`src/rtl/fb_loader_4k_pkg.sv`:
```
`default_nettype none
// ============================================================================
// Package : led_panel_pkg
// Purpose : Shared geometry, pixel width, lane masks and the loader state
//           enumeration for the 64x64 12bpp LED panel feeder.
// Rev     : 1.0  initial release
// ============================================================================
package led_panel_pkg;

  localparam int NUM_COLS  = 64;
  localparam int NUM_ROWS  = 64;
  localparam int BIT_DEPTH = 4;

  localparam int PW        = 3 * BIT_DEPTH;
  localparam int ADDR_W    = $clog2(NUM_COLS * NUM_ROWS / 2);
  localparam int PIX_IDX_W = $clog2(NUM_COLS * NUM_ROWS);

  localparam logic [PIX_IDX_W-1:0] LAST_PIX = PIX_IDX_W'(NUM_COLS * NUM_ROWS - 1);

  // Lane enables for the {top, bottom} half-screen memory word
  localparam logic [1:0] LANE_TOP = 2'b10;
  localparam logic [1:0] LANE_BOT = 2'b01;

  typedef enum logic [2:0] {
    ST_IDLE = 3'd0,
    ST_B0   = 3'd1,
    ST_B1   = 3'd2,
    ST_B2   = 3'd3,
    ST_DONE = 3'd4
  } state_t;

endpackage
`default_nettype wire

```
`src/rtl/fb_loader_4k_if.sv`:
```
`default_nettype none
// ============================================================================
// Interface : fb_loader_4k_if
// Purpose   : Byte-stream input handshake plus frame-memory write port of
//             the frame loader. slave = loader side, master = host/memory side.
// Rev       : 1.0  initial release
// ============================================================================
interface fb_loader_4k_if;
  import led_panel_pkg::*;

  logic              frame_start;
  logic [7:0]        in_data;
  logic              in_valid;
  logic              in_ready;
  logic              wr_en;
  logic [ADDR_W-1:0] wr_addr;
  logic [2*PW-1:0]   wr_data;
  logic [1:0]        wr_mask;
  logic              busy;
  logic              frame_done;

  modport slave (
    input  frame_start, in_data, in_valid,
    output in_ready, wr_en, wr_addr, wr_data, wr_mask, busy, frame_done
  );

  modport master (
    output frame_start, in_data, in_valid,
    input  in_ready, wr_en, wr_addr, wr_data, wr_mask, busy, frame_done
  );

endinterface
`default_nettype wire

```
`src/rtl/fb_loader_4k_px_unpack_12.sv`:
```
`default_nettype none
// ============================================================================
// Module  : px_unpack_12
// Purpose : 3-byte to 2-pixel unpacker. Holds the partial-byte registers and
//           assembles a 12-bit pixel on the byte that completes it. The byte
//           phase (B0/B1/B2) is the frame FSM's state, passed in.
// Rev     : 1.0  initial release
// ============================================================================
module px_unpack_12
  import led_panel_pkg::*;
(
  input  logic          clk,
  input  logic          rst_n,
  input  state_t        state_i,      // current byte phase
  input  logic          clear_i,      // frame (re)start: drop partial bytes
  input  logic [7:0]    byte_i,
  input  logic          fire_i,       // byte transfer this cycle (already gated)
  output logic [PW-1:0] pix_o,
  output logic          pix_valid_o
);

  logic [7:0] hi_q, hi_d;   // p0[11:4]
  logic [3:0] lo_q, lo_d;   // p1[11:8]

  // Pixel assembly and partial-byte capture for the current phase
  always_comb begin
    hi_d        = hi_q;
    lo_d        = lo_q;
    pix_o       = '0;
    pix_valid_o = 1'b0;
    if (clear_i) begin
      hi_d = '0;
      lo_d = '0;
    end else if (fire_i) begin
      case (state_i)
        ST_B0: hi_d = byte_i;
        ST_B1: begin
          pix_o       = {hi_q, byte_i[7:4]};
          pix_valid_o = 1'b1;
          lo_d        = byte_i[3:0];
        end
        ST_B2: begin
          pix_o       = {lo_q, byte_i};
          pix_valid_o = 1'b1;
        end
        default: ;
      endcase
    end
  end

  // Partial-byte registers
  always_ff @(posedge clk or negedge rst_n) begin
    if (!rst_n) begin
      hi_q <= '0;
      lo_q <= '0;
    end else begin
      hi_q <= hi_d;
      lo_q <= lo_d;
    end
  end

endmodule
`default_nettype wire

```
`src/rtl/fb_loader_4k.sv`:
```
`default_nettype none
// ============================================================================
// Module  : fb_loader_4k
// Purpose : Frame loader for the 64x64 12bpp panel. Unpacks the host byte
//           stream into pixels and writes each one into its lane of the
//           half-screen frame memory, with registered write outputs.
// Rev     : 1.0  initial release
// ============================================================================
module fb_loader_4k
  import led_panel_pkg::*;
(
  input  logic           clk,
  input  logic           rst_n,
  fb_loader_4k_if.slave  bus
);

  state_t                 state_q, state_d;
  logic [PIX_IDX_W-1:0]   idx_q, idx_d;
  logic                   wr_en_q, wr_en_d;
  logic [ADDR_W-1:0]      wr_addr_q, wr_addr_d;
  logic [2*PW-1:0]        wr_data_q, wr_data_d;
  logic [1:0]             wr_mask_q, wr_mask_d;
  logic                   frame_done_q, frame_done_d;

  logic                   loading;
  logic                   byte_fire;
  logic [PW-1:0]          pix;
  logic                   pix_valid;

  assign loading   = (state_q == ST_B0) || (state_q == ST_B1) || (state_q == ST_B2);
  // A byte arriving together with frame_start belongs to the aborted frame
  assign byte_fire = bus.in_valid && loading && !bus.frame_start;

  assign bus.in_ready   = loading;
  assign bus.busy       = loading;
  assign bus.wr_en      = wr_en_q;
  assign bus.wr_addr    = wr_addr_q;
  assign bus.wr_data    = wr_data_q;
  assign bus.wr_mask    = wr_mask_q;
  assign bus.frame_done = frame_done_q;

  px_unpack_12 u_unpack (
    .clk         (clk),
    .rst_n       (rst_n),
    .state_i     (state_q),
    .clear_i     (bus.frame_start),
    .byte_i      (bus.in_data),
    .fire_i      (byte_fire),
    .pix_o       (pix),
    .pix_valid_o (pix_valid)
  );

  // Next state, pixel index and write-port contents
  always_comb begin
    state_d      = state_q;
    idx_d        = idx_q;
    wr_en_d      = 1'b0;
    wr_addr_d    = wr_addr_q;
    wr_data_d    = wr_data_q;
    wr_mask_d    = wr_mask_q;
    frame_done_d = 1'b0;

    if (pix_valid) begin
      wr_en_d      = 1'b1;
      // row[4:0],col is simply the low index bits; row[5] picks the lane
      wr_addr_d    = idx_q[ADDR_W-1:0];
      wr_mask_d    = idx_q[PIX_IDX_W-1] ? LANE_BOT : LANE_TOP;
      wr_data_d    = {pix, pix};
      frame_done_d = (idx_q == LAST_PIX);
      idx_d        = idx_q + PIX_IDX_W'(1);
    end

    case (state_q)
      ST_IDLE, ST_DONE: if (bus.frame_start) state_d = ST_B0;
      ST_B0: begin
        if (bus.frame_start)  state_d = ST_B0;
        else if (byte_fire)   state_d = ST_B1;
      end
      ST_B1: begin
        if (bus.frame_start)  state_d = ST_B0;
        else if (byte_fire)   state_d = ST_B2;
      end
      ST_B2: begin
        if (bus.frame_start)  state_d = ST_B0;
        else if (byte_fire)   state_d = (idx_q == LAST_PIX) ? ST_DONE : ST_B0;
      end
      default: state_d = ST_IDLE;
    endcase

    if (bus.frame_start) idx_d = '0;
  end

  // State, index and registered write outputs
  always_ff @(posedge clk or negedge rst_n) begin
    if (!rst_n) begin
      state_q      <= ST_IDLE;
      idx_q        <= '0;
      wr_en_q      <= 1'b0;
      wr_addr_q    <= '0;
      wr_data_q    <= '0;
      wr_mask_q    <= '0;
      frame_done_q <= 1'b0;
    end else begin
      state_q      <= state_d;
      idx_q        <= idx_d;
      wr_en_q      <= wr_en_d;
      wr_addr_q    <= wr_addr_d;
      wr_data_q    <= wr_data_d;
      wr_mask_q    <= wr_mask_d;
      frame_done_q <= frame_done_d;
    end
  end

endmodule
`default_nettype wire

```
`src/flat_wrapper.sv`:
```
// flat-port wrapper written by rule: the top's interface ports become plain ports
module fb_loader_4k_flat import led_panel_pkg::*;
  (clk, rst_n, bus_frame_start, bus_in_data, bus_in_valid, bus_in_ready, bus_wr_en, bus_wr_addr, bus_wr_data, bus_wr_mask, bus_busy, bus_frame_done);
  fb_loader_4k_if bus_i ();
  input  logic clk;
  input  logic rst_n;
  input wire logic [$bits(bus_i.frame_start)-1:0] bus_frame_start;
  input wire logic [$bits(bus_i.in_data)-1:0] bus_in_data;
  input wire logic [$bits(bus_i.in_valid)-1:0] bus_in_valid;
  output wire logic [$bits(bus_i.in_ready)-1:0] bus_in_ready;
  output wire logic [$bits(bus_i.wr_en)-1:0] bus_wr_en;
  output wire logic [$bits(bus_i.wr_addr)-1:0] bus_wr_addr;
  output wire logic [$bits(bus_i.wr_data)-1:0] bus_wr_data;
  output wire logic [$bits(bus_i.wr_mask)-1:0] bus_wr_mask;
  output wire logic [$bits(bus_i.busy)-1:0] bus_busy;
  output wire logic [$bits(bus_i.frame_done)-1:0] bus_frame_done;
  assign bus_i.frame_start = bus_frame_start;
  assign bus_i.in_data = bus_in_data;
  assign bus_i.in_valid = bus_in_valid;
  assign bus_in_ready = bus_i.in_ready;
  assign bus_wr_en = bus_i.wr_en;
  assign bus_wr_addr = bus_i.wr_addr;
  assign bus_wr_data = bus_i.wr_data;
  assign bus_wr_mask = bus_i.wr_mask;
  assign bus_busy = bus_i.busy;
  assign bus_frame_done = bus_i.frame_done;
  fb_loader_4k u_core (.clk(clk), .rst_n(rst_n), .bus(bus_i));
endmodule
```
`config.mk`:
```
export PLATFORM = sky130hd
export DESIGN_NAME = fb_loader_4k_flat
export DESIGN_NICKNAME = d
export VERILOG_FILES = /design/src/rtl/fb_loader_4k_pkg.sv /design/src/rtl/fb_loader_4k_if.sv /design/src/rtl/fb_loader_4k_px_unpack_12.sv /design/src/rtl/fb_loader_4k.sv /design/src/flat_wrapper.sv
export SDC_FILE = /design/constraint.sdc
export NUM_CORES = 1
export LEC_CHECK = 0
export ABC_AREA = 1
export CAP_MARGIN = 0
export CORE_MARGIN = 4
export CORE_UTILIZATION = 33
export DETAILED_ROUTE_END_ITERATION = 8
export GPL_TIMING_DRIVEN = 0
export PLACE_DENSITY_LB_ADDON = 0.25
export SETUP_SLACK_MARGIN = 0.4
export SKIP_CTS_REPAIR_TIMING = 1
export SLEW_MARGIN = 20
export SYNTH_ARGS = -nofsm -noshare
export SYNTH_HDL_FRONTEND = slang
export SYNTH_SLANG_ARGS = --single-unit
```
`constraint.sdc`:
```
create_clock -name clk -period 2.5 [get_ports clk]
set_clock_uncertainty 0.05 [all_clocks]
set_input_delay 0.5 -clock clk [delete_from_list [all_inputs] [get_ports clk]]
set_output_delay 0.5 -clock clk [all_outputs]
set_load 0.005 [all_outputs]
```
==> metrics <==
Via density=4.60; Min-Delay Path Class=in2async; worst r2r dst=u_core.bus.frame_done; Worst-path clk slew=0.09 ns; drt pass-1 iters=4; via count=2189; most frequent cells in the layout=nand2_1 (70), dfrtp_1 (54), clkdlybuf4s50_1 (49), inv_1 (33), nor2_1 (28); CTS tree=built; layout cells sized above 1=0.150; crit path launch type=flip-flop; Core Region=7730 sq um; antenna-violating nets left=0; commonest non-fill, non-tap cell in the layout=nand2_1; GRT Util Overall=0.136; initial antenna violation count=0; slowest CP cell=clkdlybuf4s50_1; depth of the most critical reg-to-reg path=7; Final Util=0.436; Setup crit end kind=output port; clk_lat worst skew=0.30 ns; sequential area share after synthesis=0.514; drt total wl=6180 microns; Max Cap Viol=0; switching pwr=0.915 mW; clock share of power=0.163; # rows=32; ant diodes=0; Residual DRC=0; FF-to-FF setup slack=0.91 ns; area share of the largest cell type after synthesis=0.514; Initial Util=0.340; count of final setup violators=0; pin count of the biggest net entering global routing=55; Longest Clk Path Bufs=2; minimum clock period=2.01 ns; Internal=1.98 mW; CP cell instances=inv_2 > a21oi_2 > clkdlybuf4s50_1; wire per inst=13.0 microns; die area=9450 sq um; GRT overflow=0; CTS HTree Levels=2; Avg Cell Area, Syn=8.39 sq um; Unique masters post-synth=26; pre-CTS setup slack=0.554 ns; WP data required=1.95 ns; Crit Path Max Fanout=3; total CTS buffers=5; VDD IR max=0.398 mV; cell leakage power=1.52 nW; sequential fraction of design power=0.407; initial drt markers=99; fraction of registers with async set or reset after synthesis=1.00; Syn. warnings=0; Worst-Margin Slew=0.684 ns; Root Buffer=clkbuf_8; Sw Ratio=0.316; reg2reg start=u_core.idx_q[0]; vias in the first global route=2152; Mapped Cells=313; status=completed; first-pass GRT wire length=10600 microns; crit path kind=reg2out; Final Cycle Share=0.802; EDFF count, synth=0; GP Congestion=0.791; top post-synthesis cells by area=dfrtp_1 (51%), nand2_1 (10%), inv_1 (4.7%); worst setup margin=0.494 ns; clk sink count=54; nets@finish=387; Rel. slew slack=0.544; RSZ-0062 raised after global routing=false; main flop type after synthesis=dfrtp_1; Layout area overhead=28.3%; Final Hold Fails=0; number of port buffers=51; Slew Limit Fails=0; CP arrival=1.46 ns; CP delay by family, top=buffers and inverters; syn nets=326; Fmax achieved=0.499 GHz; Power Density=859 nW/um^2; CP max stage delay=0.52 ns; Combinational Power Share=0.430; I/O pins=53; post-DP HPWL=4480 microns; Seq cells post-synth=54; worst path buffer plus inverter count=2; Die Wd=97.2 microns; cell type with the largest total area after synthesis=dfrtp_1; Die H=97.2 microns; synthesized area=2630 sq um
logic make-up (layout without fill, tap and decap cells):
logic type               after synthesis  in the layout  share of synthesized area
AO/OA/AOI/OAI                         58             58                      0.126
AND/OR/NAND/NOR                      135            135                      0.226
adder cells (fa/ha/maj)                1              1                    0.00476
buffers and inverters                 65            126                      0.129
flip-flops                            54             54                      0.514
routing by layer:
metal	up-vias	part of all wire	wire length [microns]	GRT usage
met5	-	0	0	0
met3	5	0.044	272	0.0237
met4	0	0.010	62	0.0383
met2	45	0.48	2940	0.226
li1	1118	-	-	-
met1	1021	0.47	2900	0.182
worst max-delay path by stage:
stage,from,end,cells past startpoint
floorplan,bus_frame_start,u_core.idx_q[8],7
global placement,rst_n,u_core.state_q[0],1
detailed placement,bus_in_valid,u_core.idx_q[8],9
CTS,u_core.state_q[1],bus_in_ready,4
global route,u_core.state_q[1],bus_busy,3
finish,u_core.state_q[1],bus_busy,3
final cells by class:
type,instances,area [sq um]
repair buffers,54,533
well taps,102,128
plain buffers,26,193
clock buffers,6,72.6
inverters,39,146
flip-flops and latches,54,1350
fillers,786,4360
clock inverters,1,7.51
multi-input cells,194,941
power by group through the flow:
stage / combinational, mW / clock, mW / sequential (mW)
after CTS: 1.23 / 0.493 / 1.19
after floorplan: 0.580 / 0 / 1.19
after global routing: 1.37 / 0.524 / 1.21
after global placement: 1.22 / 0 / 1.20
final: 1.24 / 0.472 / 1.18
after detailed placement: 1.22 / 0 / 1.20
through the flow:
stage,std cells,instance area (sq um),TNS (ns),power (mW),hold slack (ns)
after floorplan,313,2630,0,1.77,0.154
after global placement,466,3270,-46.77,2.42,0.413
after detailed placement,466,3260,0,2.43,0.416
after CTS,473,3340,0,2.91,0.203
after global routing,476,3370,0,3.10,0.237
final,476,3370,0,2.90,0.184
flip-flops by register name (all words and copies together) (netlist names):
| register | flops |
|---|---|
| u_core.bus.frame_done | 1 |
| u_core.bus.wr_addr | 11 |
| u_core.state_q | 3 |
| u_core.idx_q | 12 |
| u_core.u_unpack.lo_q | 4 |
| u_core.bus.wr_en | 1 |
| u_core.u_unpack.hi_q | 8 |
| u_core.bus.wr_mask | 2 |
| u_core.bus.wr_data | 12 |
synth_stat cells, drive strengths merged (2+ instances only):
master	instances
a21oi	14
a31oi	4
nor3	5
buf	26
a22oi	8
nor2	35
o22ai	2
nand3	19
inv	39
o21ai	29
nand4	5
dfrtp	54
nand2	71
Power figures use the tool's default switching activity.
